### config.mk
export PLATFORM = sky130hd
export DESIGN_NAME = if_prefetch
export DESIGN_NICKNAME = d
export VERILOG_FILES = /design/src/rtl/if_prefetch.sv
export SDC_FILE = /design/constraint.sdc
export NUM_CORES = 1
export LEC_CHECK = 0
export CAP_MARGIN = 5
export CORE_ASPECT_RATIO = 1.4
export CORE_MARGIN = 3
export CORE_UTILIZATION = 25
export CTS_BUF_LIST = sky130_fd_sc_hd__clkbuf_4 sky130_fd_sc_hd__clkbuf_8
export DETAILED_ROUTE_END_ITERATION = 10
export PLACE_DENSITY = 0.52
export SYNTH_ARGS = -nofsm -noshare
export SYNTH_HDL_FRONTEND = slang
export SYNTH_SLANG_ARGS = --single-unit
### constraint.sdc
create_clock -name clk -period 10.7 [get_ports clk]
set_clock_uncertainty 0.05 [all_clocks]
set_input_delay 1.605 -clock clk [delete_from_list [all_inputs] [get_ports clk]]
set_output_delay 1.605 -clock clk [all_outputs]
set_load 0.05 [all_outputs]
### src/rtl/if_prefetch.sv
// Instruction-fetch stage: one-outstanding sequential fetcher over a req/ack memory port,
// feeding a DEPTH-entry {pc, inst} queue that decode drains; an ID branch flushes everything.
module if_prefetch #(
  parameter int ADDR_W = 32,
  parameter int INST_W = 32,
  parameter int DEPTH = 4,
  parameter logic [ADDR_W-1:0] RESET_PC = '0
) (
  input  logic                     clk,
  input  logic                     rst,
  output logic                     mem_req_o,
  output logic [ADDR_W-1:0]        mem_addr_o,
  input  logic                     mem_ack_i,
  input  logic [INST_W-1:0]        mem_rdata_i,
  input  logic                     branch_flag_i,
  input  logic [ADDR_W-1:0]        branch_addr_i,
  output logic                     inst_valid_o,
  output logic [INST_W-1:0]        inst_o,
  output logic [ADDR_W-1:0]        pc_o,
  input  logic                     id_ready_i,
  output logic [$clog2(DEPTH):0]   occupancy_o,
  output logic [1:0]               state_o
);

  localparam int PW = $clog2(DEPTH);
  localparam int CW = PW + 1;
  localparam logic [CW-1:0] DEPTH_C = CW'(DEPTH);

  typedef enum logic [1:0] {
    IDLE = 2'd0,
    REQ  = 2'd1,
    DROP = 2'd2
  } state_t;

  state_t state, state_n;

  logic [ADDR_W-1:0] fetch_pc, fetch_pc_n, addr_n;
  logic [ADDR_W-1:0] branch_tgt, next_seq;

  logic [ADDR_W-1:0] q_pc   [DEPTH];
  logic [INST_W-1:0] q_inst [DEPTH];
  logic [PW-1:0]     head, tail;
  logic [CW-1:0]     count, count_n;
  logic              push, pop, room;

  // Handshakes: memory transfers when mem_req_o & mem_ack_i; mem_addr_o holds until then.
  // Decode transfers when inst_valid_o & id_ready_i, unless a branch flushes that cycle.
  always_comb begin
    branch_tgt = branch_addr_i & ~ADDR_W'(3);
    next_seq   = mem_addr_o + ADDR_W'(4);
    pop        = inst_valid_o & id_ready_i & ~branch_flag_i;
    push       = (state == REQ) & mem_ack_i & ~branch_flag_i;
    count_n    = branch_flag_i ? '0 : count + CW'(push) - CW'(pop);
    room       = (count_n < DEPTH_C);
  end

  always_comb begin
    state_n    = state;
    fetch_pc_n = fetch_pc;
    addr_n     = mem_addr_o;
    case (state)
      IDLE: begin
        if (branch_flag_i) begin
          fetch_pc_n = branch_tgt;
          addr_n     = branch_tgt;
          state_n    = REQ;
        end else if (room) begin
          addr_n  = fetch_pc;
          state_n = REQ;
        end
      end
      REQ: begin
        if (mem_ack_i) begin
          if (branch_flag_i) begin
            fetch_pc_n = branch_tgt;
            addr_n     = branch_tgt;
          end else begin
            fetch_pc_n = next_seq;
            if (room) addr_n = next_seq;
            else      state_n = IDLE;
          end
        end else if (branch_flag_i) begin
          // The pending address must stay on the bus until the memory acks it.
          fetch_pc_n = branch_tgt;
          state_n    = DROP;
        end
      end
      DROP: begin
        if (branch_flag_i) fetch_pc_n = branch_tgt;
        if (mem_ack_i) begin
          state_n = REQ;
          addr_n  = branch_flag_i ? branch_tgt : fetch_pc;
        end
      end
      default: state_n = IDLE;
    endcase
  end

  always_ff @(posedge clk) begin
    if (rst) begin
      state      <= IDLE;
      mem_req_o  <= 1'b0;
      fetch_pc   <= RESET_PC;
      mem_addr_o <= RESET_PC;
      head       <= '0;
      tail       <= '0;
      count      <= '0;
    end else begin
      state      <= state_n;
      mem_req_o  <= (state_n != IDLE);
      fetch_pc   <= fetch_pc_n;
      mem_addr_o <= addr_n;
      count      <= count_n;
      if (branch_flag_i) begin
        head <= '0;
        tail <= '0;
      end else begin
        if (push) tail <= tail + PW'(1);
        if (pop)  head <= head + PW'(1);
      end
    end
  end

  always_ff @(posedge clk) begin
    if (push && !rst) begin
      q_pc[tail]   <= mem_addr_o;
      q_inst[tail] <= mem_rdata_i;
    end
  end

  always_comb begin
    inst_valid_o = (count != '0);
    inst_o       = inst_valid_o ? q_inst[head] : '0;
    pc_o         = inst_valid_o ? q_pc[head] : '0;
    occupancy_o  = count;
    state_o      = state;
  end

endmodule

==> results.json <==
{
  "multi_input_area_um2": 4680,
  "synth_top_area_share_pct": 54.2,
  "hold_buffers": 0,
  "slowest_stage": "a2bb2oi_4",
  "area_growth_pct": 24.9,
  "drt_pass1_iterations": 5,
  "num_vias": 9409,
  "ioPinCount": 172,
  "synthFlopType": "edfxtp_1",
  "fin_tns_setup_ns": 0,
  "cts_root_buf": "clkbuf_8",
  "endpoint_kind": "flip-flop",
  "post-place-ws_ns": 4.43,
  "track_usage_pct": 13.0,
  "syn_nets": 1081,
  "gr-usage-met2_pct": 23.0,
  "nets": 1254,
  "cts_buffers": 53,
  "overflow": 0,
  "async_reset_ff_share_pct": 0,
  "grt_setup_unrepaired": "false",
  "criticalPathCategory": "input port to flip-flop",
  "syn_avg_cell_area_um2": 14.1,
  "fillCellCount": 5464,
  "cts_tree": "yes",
  "die_area_um2": 59700,
  "p_total_mw": 2.80,
  "drtIter0Drc": 665,
  "core_um2": 55800,
  "crit_buf_inv": 4,
  "vias_per_cell": 4.83,
  "final-setup-viol-count": 0,
  "power.leakage_nw": 5.63,
  "crit_family": "buffers and inverters",
  "critPathArrivalTime_ns": 6.17,
  "yosys.area.top_type": "edfxtp_1",
  "vdd_drop_max_mv": 0.0922,
  "wire_per_inst_um": 20.6,
  "critPathMaxFanout": 36,
  "synth.distinct_cells": 68,
  "grt_util_met3_pct": 2.43,
  "die_height_um": 288,
  "grt_max_degree": 67,
  "power.density_nw_per_um2": 158,
  "ys_ff_latch": 332,
  "initial_core_util_pct": 25.4,
  "holdWs_ns": 0.426,
  "fin_ws_ns": 5.01,
  "busiest_layer": "met2",
  "max_stage_delay_ns": 0.83,
  "synth_edf_count": 256,
  "drive_above_1_share_pct": 15.3,
  "cts_setup_buffers": 0,
  "clkLatencyLatePin_ns": 0.61,
  "start_kind": "input port",
  "die_w_um": 207,
  "hold_viol_final": 0,
  "period_minus_slack_ns": 5.69,
  "outcome": "finished, final reports clean",
  "totalWireLength_mm": 40.1,
  "placed_cells_incl_taps": 1850,
  "antenna_left": 0,
  "cts_htree_levels": 2,
  "numPortBuffers": 169,
  "dpl.hpwl_mm": 24.3,
  "grt_pass1_wl_mm": 60.4,
  "synth_area_um2": 14200,
  "maxSlewViolCount": 0,
  "relSlewSlack_pct": 16.2,
  "fmax_mhz": 176,
  "antenna_found_initial": 3,
  "ctsResizeCount": 0,
  "min_period_over_period_pct": 53.2,
  "cts.reportedPaths.clkPinSlew_ns": 0.07,
  "yosys_warnings": 0,
  "seq_area_um2": 9220,
  "synthCells": 1004,
  "crit_chain": "clkdlybuf4s50_1, nand3_1, nor2_1, buf_4, inv_1, ha_1, inv_1, ha_1, fa_1, xnor3_1, a2bb2oi_4, nand2_1, o211ai_1",
  "maxCapViolations": 0,
  "grt_pass1_vias": 9630,
  "rows": 102,
  "fin_cells": 1948,
  "finalWeightedCongestion": 0.824,
  "ys_seq_area_share_pct": 64.9,
  "worstMarginPinSlew_ns": 1.25,
  "cp.required_ns": 11.18,
  "cts_max_path_buffers": 3,
  "netlist_top_cells_area": "edfxtp_1 (54%), dfxtp_1 (11%), mux4_2 (10%)",
  "use_met1_pct": 16.0,
  "drc_errors": 0,
  "cts.sinks": 332,
  "min_path_type": "flip-flop to flip-flop"
}
[through the flow]
step                      util (%)  area [um^2]
after floorplan                  -        14200
after global placement        29.9        16700
after detailed placement      29.9        16700
after CTS                     31.8        17700
after global routing          31.8        17700
final                         31.8        17700
[layout by cell type (no fill, tap or decap), drive strengths merged, types with 4 or more instances in the layout]
cell	instances
a31oi	13
a211oi	5
clkinv	24
and4	5
buf	21
a22oi	15
dfxtp	76
xnor2	15
nand4	11
edfxtp	256
o221ai	7
nand3	24
a21oi	43
clkbuf	69
a221oi	4
or3	6
o22ai	8
o21ai	52
nor3	22
xor2	7
and3	10
mux4	64
and2	70
ha	7
o211ai	5
nand2b	5
a222oi	6
nor2b	6
or4	4
nand2	59
clkdlybuf4s50	168
inv	14
nor2	49
nor4	12
[state kept, by name (all words and copies together), names as in the netlist, named ones only]
| register | count |
|---|---|
| fetch_pc | 32 |
| head | 2 |
| mem_req_o | 1 |
| q_pc | 128 |
| state_o | 2 |
| q_inst | 128 |
| tail | 2 |
| occupancy_o | 3 |
| mem_addr_o | 32 |
[kinds of logic (layout without fill, tap and decap cells)]
group	count (synthesis)	in the layout	share of synthesized area, %
multiplexers	67	67	10.4
AO/OA/AOI/OAI	196	196	9.01
XOR/XNOR	23	23	1.52
buffers and inverters	86	299	2.42
other	0	3	0
adder cells (fa/ha/maj)	8	8	0.758
flip-flops	332	332	64.9
AND/OR/NAND/NOR	292	292	11.0
[cells in the mapped netlist (3+ instances only)]
master	n
nor3_1	19
mux2i_1	3
dfxtp_1	76
a221oi_1	4
o221ai_1	7
xnor2_1	15
nor2_1	49
nand2_1	58
nor3_2	3
buf_2	10
a211oi_1	5
a21oi_1	43
a41oi_1	3
nand2b_1	5
mux4_2	64
a21o_1	3
o211ai_1	5
clkbuf_1	55
nor2b_1	6
a2bb2oi_1	3
a222oi_1	6
or3_1	6
and4_1	5
nor4_1	12
edfxtp_1	256
o32ai_1	3
a211o_1	3
o31a_1	3
o22ai_1	8
nand3_1	24
buf_1	4
a31oi_1	13
xor2_1	7
and2_1	70
and3_1	10
inv_1	13
a22oi_1	15
nand4_1	9
ha_1	7
o21ai_0	52
[metal layers]
layer	up-vias	share of wire (%)	routed length [um]
met3	52	5.0	2030
li1	4275	-	-
met2	287	51	20500
met4	0	2.2	875
met5	-	0	0
met1	4795	42	16700
[worst paths after layout]
check              start              to  slack (ns)  cells past startpoint
max reg2reg   state_o[0]  mem_addr_o[27]        5.99                     12
min          fetch_pc[7]     fetch_pc[7]        0.43                      2
min reg2reg  fetch_pc[7]     fetch_pc[7]        0.43                      2
max            mem_ack_i  mem_addr_o[27]        5.01                     13
[worst reg2reg max path: stages (launching register included)]
cell	delay, ns
dfxtp_1	0.71
nand3_1	0.36
nor2_1	0.16
buf_4	0.32
inv_1	0.22
ha_1	0.33
inv_1	0.04
ha_1	0.19
fa_1	0.39
xnor3_1	0.47
a2bb2oi_4	0.83
nand2_1	0.33
o211ai_1	0.24
[report_power, final]
group,internal (mW),switching [mW]
combinational,0.104,0.174
sequential,1.42,0.0449
clock,0.558,0.501
[final cells by class]
cell class | instances | share of cell area (%)
Sequential cell | 332 | 52.0
Inverter | 15 | 0.318
Clock buffer | 69 | 4.93
Timing Repair Buffer | 189 | 10.4
Tap cell | 728 | 5.14
Multi-Input combinational cell | 586 | 26.4
Clock inverter | 26 | 0.847
Antenna cell | 3 | 0.0423
No activity file was read; power rests on OpenSTA's default activity.
